--- src/rtl/ov_dvp_pkg.sv ---
// Shared DVP definitions: FSM state encoding, default VGA timing and the RGB565 payload.
// Also used by the capture side's testbench.
package ov_dvp_pkg;

  localparam logic [2:0] ST_IDLE   = 3'd0;
  localparam logic [2:0] ST_VSYNC  = 3'd1;
  localparam logic [2:0] ST_VBACK  = 3'd2;
  localparam logic [2:0] ST_ACTIVE = 3'd3;
  localparam logic [2:0] ST_VFRONT = 3'd4;

  localparam int unsigned DEF_H_ACTIVE    = 640;
  localparam int unsigned DEF_H_BLANK     = 144;
  localparam int unsigned DEF_V_ACTIVE    = 480;
  localparam int unsigned DEF_VSYNC_LINES = 3;
  localparam int unsigned DEF_V_BACK      = 17;
  localparam int unsigned DEF_V_FRONT     = 10;

  typedef struct packed {
    logic [4:0] r;
    logic [5:0] g;
    logic [4:0] b;
  } rgb565_t;

  // Bits needed for a counter running 0..n-1 (never less than one bit).
  function automatic int unsigned cnt_w(input int unsigned n);
    return (n < 2) ? 1 : $clog2(n);
  endfunction

endpackage

--- src/rtl/ov_dvp_tx_if.sv ---
// RGB565 pixel stream (valid/ready) feeding the DVP transmitter.
interface ov_dvp_tx_if;
  import ov_dvp_pkg::*;

  rgb565_t s_data;
  logic    s_valid;
  logic    s_ready;

  modport master (output s_data, output s_valid, input s_ready);
  modport slave  (input s_data, input s_valid, output s_ready);
endinterface

--- src/rtl/ov_dvp_timing.sv ---
// Line/frame sequencer: hcnt runs over every line, vcnt counts lines within the current state.
module ov_dvp_timing
  import ov_dvp_pkg::*;
#(
  parameter int unsigned H_ACTIVE    = DEF_H_ACTIVE,
  parameter int unsigned H_BLANK     = DEF_H_BLANK,
  parameter int unsigned V_ACTIVE    = DEF_V_ACTIVE,
  parameter int unsigned VSYNC_LINES = DEF_VSYNC_LINES,
  parameter int unsigned V_BACK      = DEF_V_BACK,
  parameter int unsigned V_FRONT     = DEF_V_FRONT,
  parameter int unsigned HW          = 11,
  parameter int unsigned VW          = 9
) (
  input  logic          pclk,
  input  logic          reset_n,
  input  logic          enable,
  output logic [2:0]    state,
  output logic [HW-1:0] hcnt,
  output logic [VW-1:0] vcnt
);

  localparam int unsigned L = 2 * H_ACTIVE + H_BLANK;

  logic [2:0]    state_nxt;
  logic [HW-1:0] hcnt_nxt;
  logic [VW-1:0] vcnt_nxt;
  logic [VW-1:0] vlast_c;
  logic          wrap_c;

  assign wrap_c = (hcnt == HW'(L - 1));

  always_ff @(posedge pclk or negedge reset_n) begin
    if (!reset_n) begin
      state <= ST_IDLE;
      hcnt  <= '0;
      vcnt  <= '0;
    end else begin
      state <= state_nxt;
      hcnt  <= hcnt_nxt;
      vcnt  <= vcnt_nxt;
    end
  end

  // State only moves on the wrap of its last line; enable matters only in IDLE and at frame end.
  always_comb begin
    state_nxt = state;
    hcnt_nxt  = hcnt;
    vcnt_nxt  = vcnt;
    vlast_c   = '0;
    case (state)
      ST_VSYNC:  vlast_c = VW'(VSYNC_LINES - 1);
      ST_VBACK:  vlast_c = VW'(V_BACK - 1);
      ST_ACTIVE: vlast_c = VW'(V_ACTIVE - 1);
      ST_VFRONT: vlast_c = VW'(V_FRONT - 1);
      default:   vlast_c = '0;
    endcase
    if (state == ST_IDLE) begin
      hcnt_nxt = '0;
      vcnt_nxt = '0;
      if (enable) state_nxt = ST_VSYNC;
    end else if (wrap_c) begin
      hcnt_nxt = '0;
      if (vcnt == vlast_c) begin
        vcnt_nxt = '0;
        case (state)
          ST_VSYNC:  state_nxt = ST_VBACK;
          ST_VBACK:  state_nxt = ST_ACTIVE;
          ST_ACTIVE: state_nxt = ST_VFRONT;
          ST_VFRONT: state_nxt = enable ? ST_VSYNC : ST_IDLE;
          default:   state_nxt = ST_IDLE;
        endcase
      end else begin
        vcnt_nxt = vcnt + VW'(1);
      end
    end else begin
      hcnt_nxt = hcnt + HW'(1);
    end
  end

endmodule

--- src/rtl/ov_dvp_tx.sv ---
// Camera-side DVP transmitter: RGB565 stream in, vsync/href/byte bus out, high byte first.
// One-pixel holding buffer prefetches across blanking; starved pixels go out as zeros.
module ov_dvp_tx
  import ov_dvp_pkg::*;
#(
  parameter int unsigned H_ACTIVE    = DEF_H_ACTIVE,
  parameter int unsigned H_BLANK     = DEF_H_BLANK,
  parameter int unsigned V_ACTIVE    = DEF_V_ACTIVE,
  parameter int unsigned VSYNC_LINES = DEF_VSYNC_LINES,
  parameter int unsigned V_BACK      = DEF_V_BACK,
  parameter int unsigned V_FRONT     = DEF_V_FRONT
) (
  input  logic        pclk,
  input  logic        reset_n,
  input  logic        enable,
  ov_dvp_tx_if.slave  bus,
  output logic        vsync,
  output logic        href,
  output logic [7:0]  d_out,
  output logic        frame_start,
  output logic        underflow
);

  localparam int unsigned L    = 2 * H_ACTIVE + H_BLANK;
  localparam int unsigned VM01 = (VSYNC_LINES > V_BACK) ? VSYNC_LINES : V_BACK;
  localparam int unsigned VM23 = (V_ACTIVE > V_FRONT) ? V_ACTIVE : V_FRONT;
  localparam int unsigned VMAX = (VM01 > VM23) ? VM01 : VM23;
  localparam int unsigned HW   = cnt_w(L);
  localparam int unsigned VW   = cnt_w(VMAX);

  logic [2:0]    state;
  logic [HW-1:0] hcnt;
  logic [VW-1:0] vcnt;

  rgb565_t    pbuf_q;
  logic       pfull_q;
  logic [7:0] lo_q;
  logic       run_q;

  logic active_c, consume_c, accept_c, starve_c, fs_c;

  ov_dvp_timing #(
    .H_ACTIVE(H_ACTIVE), .H_BLANK(H_BLANK), .V_ACTIVE(V_ACTIVE),
    .VSYNC_LINES(VSYNC_LINES), .V_BACK(V_BACK), .V_FRONT(V_FRONT),
    .HW(HW), .VW(VW)
  ) u_timing (
    .pclk    (pclk),
    .reset_n (reset_n),
    .enable  (enable),
    .state   (state),
    .hcnt    (hcnt),
    .vcnt    (vcnt)
  );

  assign active_c  = (state == ST_ACTIVE) && (hcnt < HW'(2 * H_ACTIVE));
  assign consume_c = active_c && !hcnt[0];
  assign starve_c  = consume_c && !pfull_q;
  assign fs_c      = (state == ST_VSYNC) && (hcnt == '0) && (vcnt == '0);
  // run_q keeps s_ready low until the first edge after reset release.
  assign bus.s_ready = run_q && (!pfull_q || consume_c);
  assign accept_c    = bus.s_valid && bus.s_ready;

  always_ff @(posedge pclk or negedge reset_n) begin
    if (!reset_n) begin
      run_q       <= 1'b0;
      pbuf_q      <= '0;
      pfull_q     <= 1'b0;
      lo_q        <= '0;
      vsync       <= 1'b0;
      href        <= 1'b0;
      d_out       <= '0;
      frame_start <= 1'b0;
      underflow   <= 1'b0;
    end else begin
      run_q <= 1'b1;
      // Consume reads the old pixel; a same-cycle accept refills the buffer.
      if (accept_c) begin
        pbuf_q  <= bus.s_data;
        pfull_q <= 1'b1;
      end else if (consume_c) begin
        pfull_q <= 1'b0;
      end
      if (consume_c) begin
        d_out <= pfull_q ? pbuf_q[15:8] : 8'h00;
        lo_q  <= pfull_q ? pbuf_q[7:0]  : 8'h00;
      end else if (active_c) begin
        d_out <= lo_q;
      end else begin
        d_out <= 8'h00;
      end
      vsync       <= (state == ST_VSYNC);
      href        <= active_c;
      frame_start <= fs_c;
      underflow   <= (underflow && !fs_c) || starve_c;
    end
  end

endmodule
--- src/flat_wrapper.sv ---
// flat-port wrapper written by rule: the top's interface ports become plain ports
module ov_dvp_tx_flat import ov_dvp_pkg::*;
#(
  parameter int unsigned H_ACTIVE    = DEF_H_ACTIVE,
  parameter int unsigned H_BLANK     = DEF_H_BLANK,
  parameter int unsigned V_ACTIVE    = DEF_V_ACTIVE,
  parameter int unsigned VSYNC_LINES = DEF_VSYNC_LINES,
  parameter int unsigned V_BACK      = DEF_V_BACK,
  parameter int unsigned V_FRONT     = DEF_V_FRONT
)
  (pclk, reset_n, enable, vsync, href, d_out, frame_start, underflow, bus_s_data, bus_s_valid, bus_s_ready);
  ov_dvp_tx_if bus_i ();
  input  logic pclk;
  input  logic reset_n;
  input  logic enable;
  output logic vsync;
  output logic href;
  output logic [7:0] d_out;
  output logic frame_start;
  output logic underflow;
  input wire logic [$bits(bus_i.s_data)-1:0] bus_s_data;
  input wire logic [$bits(bus_i.s_valid)-1:0] bus_s_valid;
  output wire logic [$bits(bus_i.s_ready)-1:0] bus_s_ready;
  assign bus_i.s_data = bus_s_data;
  assign bus_i.s_valid = bus_s_valid;
  assign bus_s_ready = bus_i.s_ready;
  ov_dvp_tx #(.H_ACTIVE(H_ACTIVE), .H_BLANK(H_BLANK), .V_ACTIVE(V_ACTIVE), .VSYNC_LINES(VSYNC_LINES), .V_BACK(V_BACK), .V_FRONT(V_FRONT)) u_core (.pclk(pclk), .reset_n(reset_n), .enable(enable), .bus(bus_i), .vsync(vsync), .href(href), .d_out(d_out), .frame_start(frame_start), .underflow(underflow));
endmodule
--- config.mk ---
export PLATFORM = sky130hd
export DESIGN_NAME = ov_dvp_tx_flat
export DESIGN_NICKNAME = d
export VERILOG_FILES = /design/src/rtl/ov_dvp_pkg.sv /design/src/rtl/ov_dvp_tx_if.sv /design/src/rtl/ov_dvp_timing.sv /design/src/rtl/ov_dvp_tx.sv /design/src/flat_wrapper.sv
export SDC_FILE = /design/constraint.sdc
export NUM_CORES = 1
export LEC_CHECK = 0
export CORE_ASPECT_RATIO = 1.75
export CORE_UTILIZATION = 62
export CTS_BUF_LIST = sky130_fd_sc_hd__clkbuf_8
export DETAILED_ROUTE_END_ITERATION = 16
export GPL_TIMING_DRIVEN = 1
export PLACE_DENSITY = 0.95
export SYNTH_ARGS = -nofsm -noshare
export SYNTH_HDL_FRONTEND = slang
export SYNTH_SLANG_ARGS = --single-unit
--- constraint.sdc ---
create_clock -name pclk -period 4 [get_ports pclk]
set_input_delay 0.8 -clock pclk [delete_from_list [all_inputs] [get_ports pclk]]
set_output_delay 0.8 -clock pclk [all_outputs]
set_load 0.02 [all_outputs]
## Word level (Yosys, flattened, before mapping)

Cells that the tools add are included.

- Bits in registers: 61
- Input bits: 20
- Logic and storage cells: 62

- Add/subtract/negate cells: 2
- Magnitude comparators: 1
- Equality and inequality tests: 7
- Mux-type cells: 18
- Reduce and logical (&&, ||, !) cells: 20

Operators with widths:

| cell | number |
|---|---|
| case mux 9 bit (4 select lines) | 1 |
| 2-to-1 mux 8 bit | 4 |
| 2-to-1 mux 9 bit | 3 |
| 2-to-1 mux 11 bit | 2 |
| 2-to-1 mux 3 bit | 4 |
| case mux 3 bit (4 select lines) | 1 |
| adder 11 x 1 -> 11 bit, second input constant | 1 |
| == test 11 bit, second input constant | 1 |
| logical NOT 11 bit | 1 |
| < comparator 11 bit, second input constant | 1 |
| adder 9 x 1 -> 9 bit, second input constant | 1 |
| == test 9 bit | 1 |
| logical NOT 9 bit | 1 |
| logical AND 1 bit | 8 |
| == test 3 x 2 -> 1 bit, second input constant | 2 |
| nonzero test 2 bit | 3 |
| == test 3 x 1 -> 1 bit, second input constant | 1 |
| == test 3 bit, second input constant | 1 |
| logical NOT 1 bit | 3 |
| logical NOT 3 bit | 1 |
| 2-to-1 mux 1 bit | 3 |
| AND reduction 3 bit | 1 |
| logical OR 1 bit | 2 |
| != test 2 bit, second input constant | 1 |

## Logic depth before layout (Yosys ltp)

- Depth in word-level cells: 7
- Gate-level depth with buffers: 8
- Mapped depth without buffers: 6

## Hierarchy

From an unflattened synthesis, not the netlist that was laid out.

- Cell total of the unflattened synthesis: 268
- Area total of the unflattened synthesis: 2907.8 µm²

Modules (own cells, without submodules):

| module | instances | cells each | area each (µm²) | sequential area each (µm²) |
|---|---|---|---|---|
| ov_dvp_tx | 1 | 123 | 1541.5 | 950.9 |
| ov_dvp_timing | 1 | 145 | 1366.3 | 575.6 |

## Worst setup path before layout

OpenSTA, ideal clock, no wires.

- Path kind: register to register
- Start: register u_core.u_timing.hcnt[9]
- End: register u_core.u_timing.state[2]
- Data arrival time: 2.008 ns
- Data required time: 3.875 ns
- Setup slack: 1.867 ns
- Cell stages (with the launch flop): 6
- Buffers on the path: 0
- Clock period less this slack: 2.133 ns
- Cell sequence: dfrtp_1 or4_4 or3_4 nand4b_4 nor2_1 mux2_2

- Longest elaborated chain between the ends: 3

Ends and longest elaborated chain:

| item | line | text |
|---|---|---|
| start, declared | ov_dvp_timing.sv:18 | `output logic [HW-1:0] hcnt,` |
| start signal, assigned | ov_dvp_timing.sv:39 | `hcnt <= hcnt_nxt;` |
| == test 11 bit | ov_dvp_timing.sv:30 | `assign wrap_c = (hcnt == HW'(L - 1));` |
| nonzero test 2 bit (no source line) | -- |  |
| AND reduction 3 bit (no source line) | -- |  |
| end signal, assigned | ov_dvp_timing.sv:38 | `state <= state_nxt;` |
| end, declared | ov_dvp_timing.sv:17 | `output logic [2:0] state,` |

Every way passes these cells.
A chain may end at the register's enable or synchronous reset.

## Final worst setup path

- Start: register u_core.u_timing.state[2]
- End: output bus_s_ready

- Longest elaborated chain between the ends: 5

Ends and longest elaborated chain:

| item | line | text |
|---|---|---|
| == test 3 x 2 -> 1 bit | ov_dvp_tx.sv:55 | `assign active_c = (state == ST_ACTIVE) && (hcnt < HW'(2 * H_ACTIVE));` |
| logical AND 1 bit | ov_dvp_tx.sv:55 |  |
| logical AND 1 bit | ov_dvp_tx.sv:56 | `assign consume_c = active_c && !hcnt[0];` |
| logical OR 1 bit | ov_dvp_tx.sv:60 | `assign bus.s_ready = run_q && (!pfull_q \|\| consume_c);` |
| logical AND 1 bit | ov_dvp_tx.sv:60 |  |
| end, declared | flat_wrapper.sv:23 | `output wire logic [$bits(bus_i.s_ready)-1:0] bus_s_ready;` |

Every way passes these cells.

==> impl_results.md <==
- Post-synthesis mux area share: 7.32%
- Fin. max-slew vios: 0
- Buffers inserted by post-CTS timing repair: 0
- Die Wd: 52.5 um
- Hold Crit Depth: 2
- Top FF cell, synth: dfrtp_1
- Area of the multi-input gates: 1160 um2
- Unique masters post-synth: 48
- Die Y: 90.4 um
- VDD IR max: 342 uV
- CP Launch Type: flip-flop
- Status: finished, final reports clean
- Min-Delay Path Class: reg -> reg
- Vias in the first global route: 2198
- Post-synthesis compound-gate area fraction: 8.54%
- IO buf count: 32
- Synth Area in Simple Gates: 19.3%
- Synth Cell Area: 2770 um2
- Synth top area cells: dfrtp_1, mux2_2, nor2_1
- Synth Area in Adders: 1.81%
- Via count: 2080
- Gr usage total: 30.5%
- Post-synth EDFFs: 0
- Minimum clock period: 3390 ps
- Syn Inst Count: 254
- Hold EP: u_core.lo_q[7]
- Number of synthesized register bits: 61
- Global route total overflow: 0
- Max-cap viol count: 0
- Hpwl dp: 4.32 mm
- Worst-path maximum fanout: 19
- Clk buf depth: 2
- CTS sink cnt: 61
- Skew final: 5.37 ps
- Synth Area in XOR/XNOR: 4.74%
- Commonest non-fill, non-tap cell in the layout: dfrtp_1
- Row count: 31
- CTS tree: done
- Yosys top cell by area: dfrtp_1
- Main combinational cell family by area after synthesis: simple AND/OR/NAND/NOR gates
- Leak: 1.52 nW
- Rel. slew slack: 30.5%
- CTS root buf: clkbuf_8
- Post-CTS Hold Fix Bufs: 0
- Worst Path Required: 3200 ps
- Antenna diodes: 0
- Mean routed wirelength per cell: 17.9 um
- Setup_tns: 0 ps
- Fill cell count: 259
- Routed Antenna Nets: 0
- Post-Route WL: 6.09 mm
- Ports: 33
- Sequential cell area: 1530 um2
- Drt via density: 6.10
- Skew-Pair Late Insertion Delay: 340 ps
- CTS Buf Count: 9
- FF-to-FF path depth: 6
- F_max: 0.295 GHz
- Initial antenna violation count: 0
- 1st-iter DRT viols: 86
- Synth top area share: 55.1%
- WS Path Type: reg -> out
- Post_cts resized: 0
- CP Capture Type: output pin
- Synth Warn #: 0
- Final setup viols: 0
- Area Growth Syn to Fin: 17.6%
- Final nets: 313
- RR Startpoint: u_core.u_timing.hcnt[0]
- Mapped Nets: 278
- Tcrit/Tclk final: 84.7%
- Reg2reg end: u_core.u_timing.vcnt[3]
- Final number of hold-violating endpoints: 0
- RSZ-0062 raised after global routing: no
- Most frequent cells in the layout: dfrtp_1, clkdlybuf4s50_1, nor2_1, nand2_1, mux2_2
- Sequential area share after synthesis: 55.1%
- # DRC: 0
- First-pass GRT wire length: 10.3 mm
- Share of layout cells above drive strength 1: 14.7%
- Worst Path Arrival: 2590 ps
- Post-Syn Area per Cell: 10.9 um2
- Pin count of the biggest net entering global routing: 50
- H-tree Lvls: 3
- Final GP Congestion: 0.900
- Worst slew pin tran: 1040 ps
- FFs w/ async S/R, synth: 100%
- Clock Pin Slew Worst Setup and Hold Paths: 60 ps
- First-pass DRT Iterations: 4
- Hold Startpoint: u_core.lo_q[7]
- Die Footprint: 4750 um2
- Initial Util: 65.5%
- R2r setup slk: 1460 ps
- Worst hold slack: 495 ps
- Pwr Density: 331 nW/um2
- Core area: 4230 um2
-- per-stage QoR --
| stage | area (um2) | instances | worst slack, ps | util, % | power (W) |
|---|---|---|---|---|---|
| floorplan | 2770 | 254 | 1870 | - | 0.000630 |
| global placement | 3110 | 327 | 1170 | 73.6 | 0.000660 |
| detailed placement | 3110 | 327 | 1070 | 73.6 | 0.000660 |
| CTS | 3260 | 341 | 645 | 77.1 | 0.00109 |
| global route | 3260 | 341 | 513 | 77.1 | 0.00112 |
| finish | 3260 | 341 | 614 | 77.1 | 0.00108 |
-- final cells by class --
class	count	share of cell area [%]
sequential	61	46.9
multi-input combinational	174	35.6
timing repair buffer	34	10.1
clock buffer	9	3.80
tap	49	1.88
inverter	9	1.04
clock inverter	5	0.691
-- cell families after synthesis --
logic type      count (synthesis)
mux                            18
fa+ha+maj                       4
buf+inv                        19
other cells                     1
xor+xnor                       15
compound gates                 36
simple gates                  100
flops                          61
-- critical path, cell delays in order (launching register included) --
cell and delay, ps:
dfrtp_1 510, and3b_1 390, nand3_2 330, a21boi_1 360, clkdlybuf4s50_1 660
-- registers in the layout, summed over array words and instances (netlist names) --
register / cells
u_core.u_timing.state: 3
u_core.frame_start: 1
u_core.underflow: 1
u_core.run_q: 1
u_core.href: 1
u_core.d_out: 8
u_core.vsync: 1
u_core.lo_q: 8
u_core.u_timing.vcnt: 9
u_core.pbuf_q: 16
u_core.u_timing.hcnt: 11
u_core.pfull_q: 1
-- power breakdown --
part	total (W)	switching [W]	internal, W
logic	0.0000305	0.0000140	0.0000165
registers	0.000618	0.000000126	0.000618
clock network	0.000430	0.000220	0.000209
-- metal layers --
layer	wire, um	vias up	GRT usage, %
li1	-	959	-
met1	2210	1033	32.3
met2	3370	67	49.6
met3	276	21	10.8
met4	236	0	18.6
met5	0	-	0
-- worst max path at each step --
stage,startpoint,to,slack [ps],depth (start not counted)
floorplan,u_core.u_timing.hcnt[9],u_core.u_timing.state[2],1870,5
global placement,u_core.u_timing.state[2],bus_s_ready,1170,4
detailed placement,u_core.u_timing.state[2],bus_s_ready,1070,4
CTS,u_core.u_timing.state[2],bus_s_ready,640,4
global route,u_core.u_timing.state[2],bus_s_ready,510,4
finish,u_core.u_timing.state[2],bus_s_ready,610,4
-- synthesized netlist by cell type (all sizes together), types with 4 or more instances --
cell type / count
nor2: 28
xnor2: 6
nand2: 26
a22oi: 8
buf: 5
nand4: 6
ha: 4
xor2: 9
or3: 4
inv: 9
clkbuf: 5
a21oi: 4
nand3: 9
mux2: 18
o21ai: 14
dfrtp: 61
and3: 8
No activity file was read; power rests on OpenSTA's default activity.
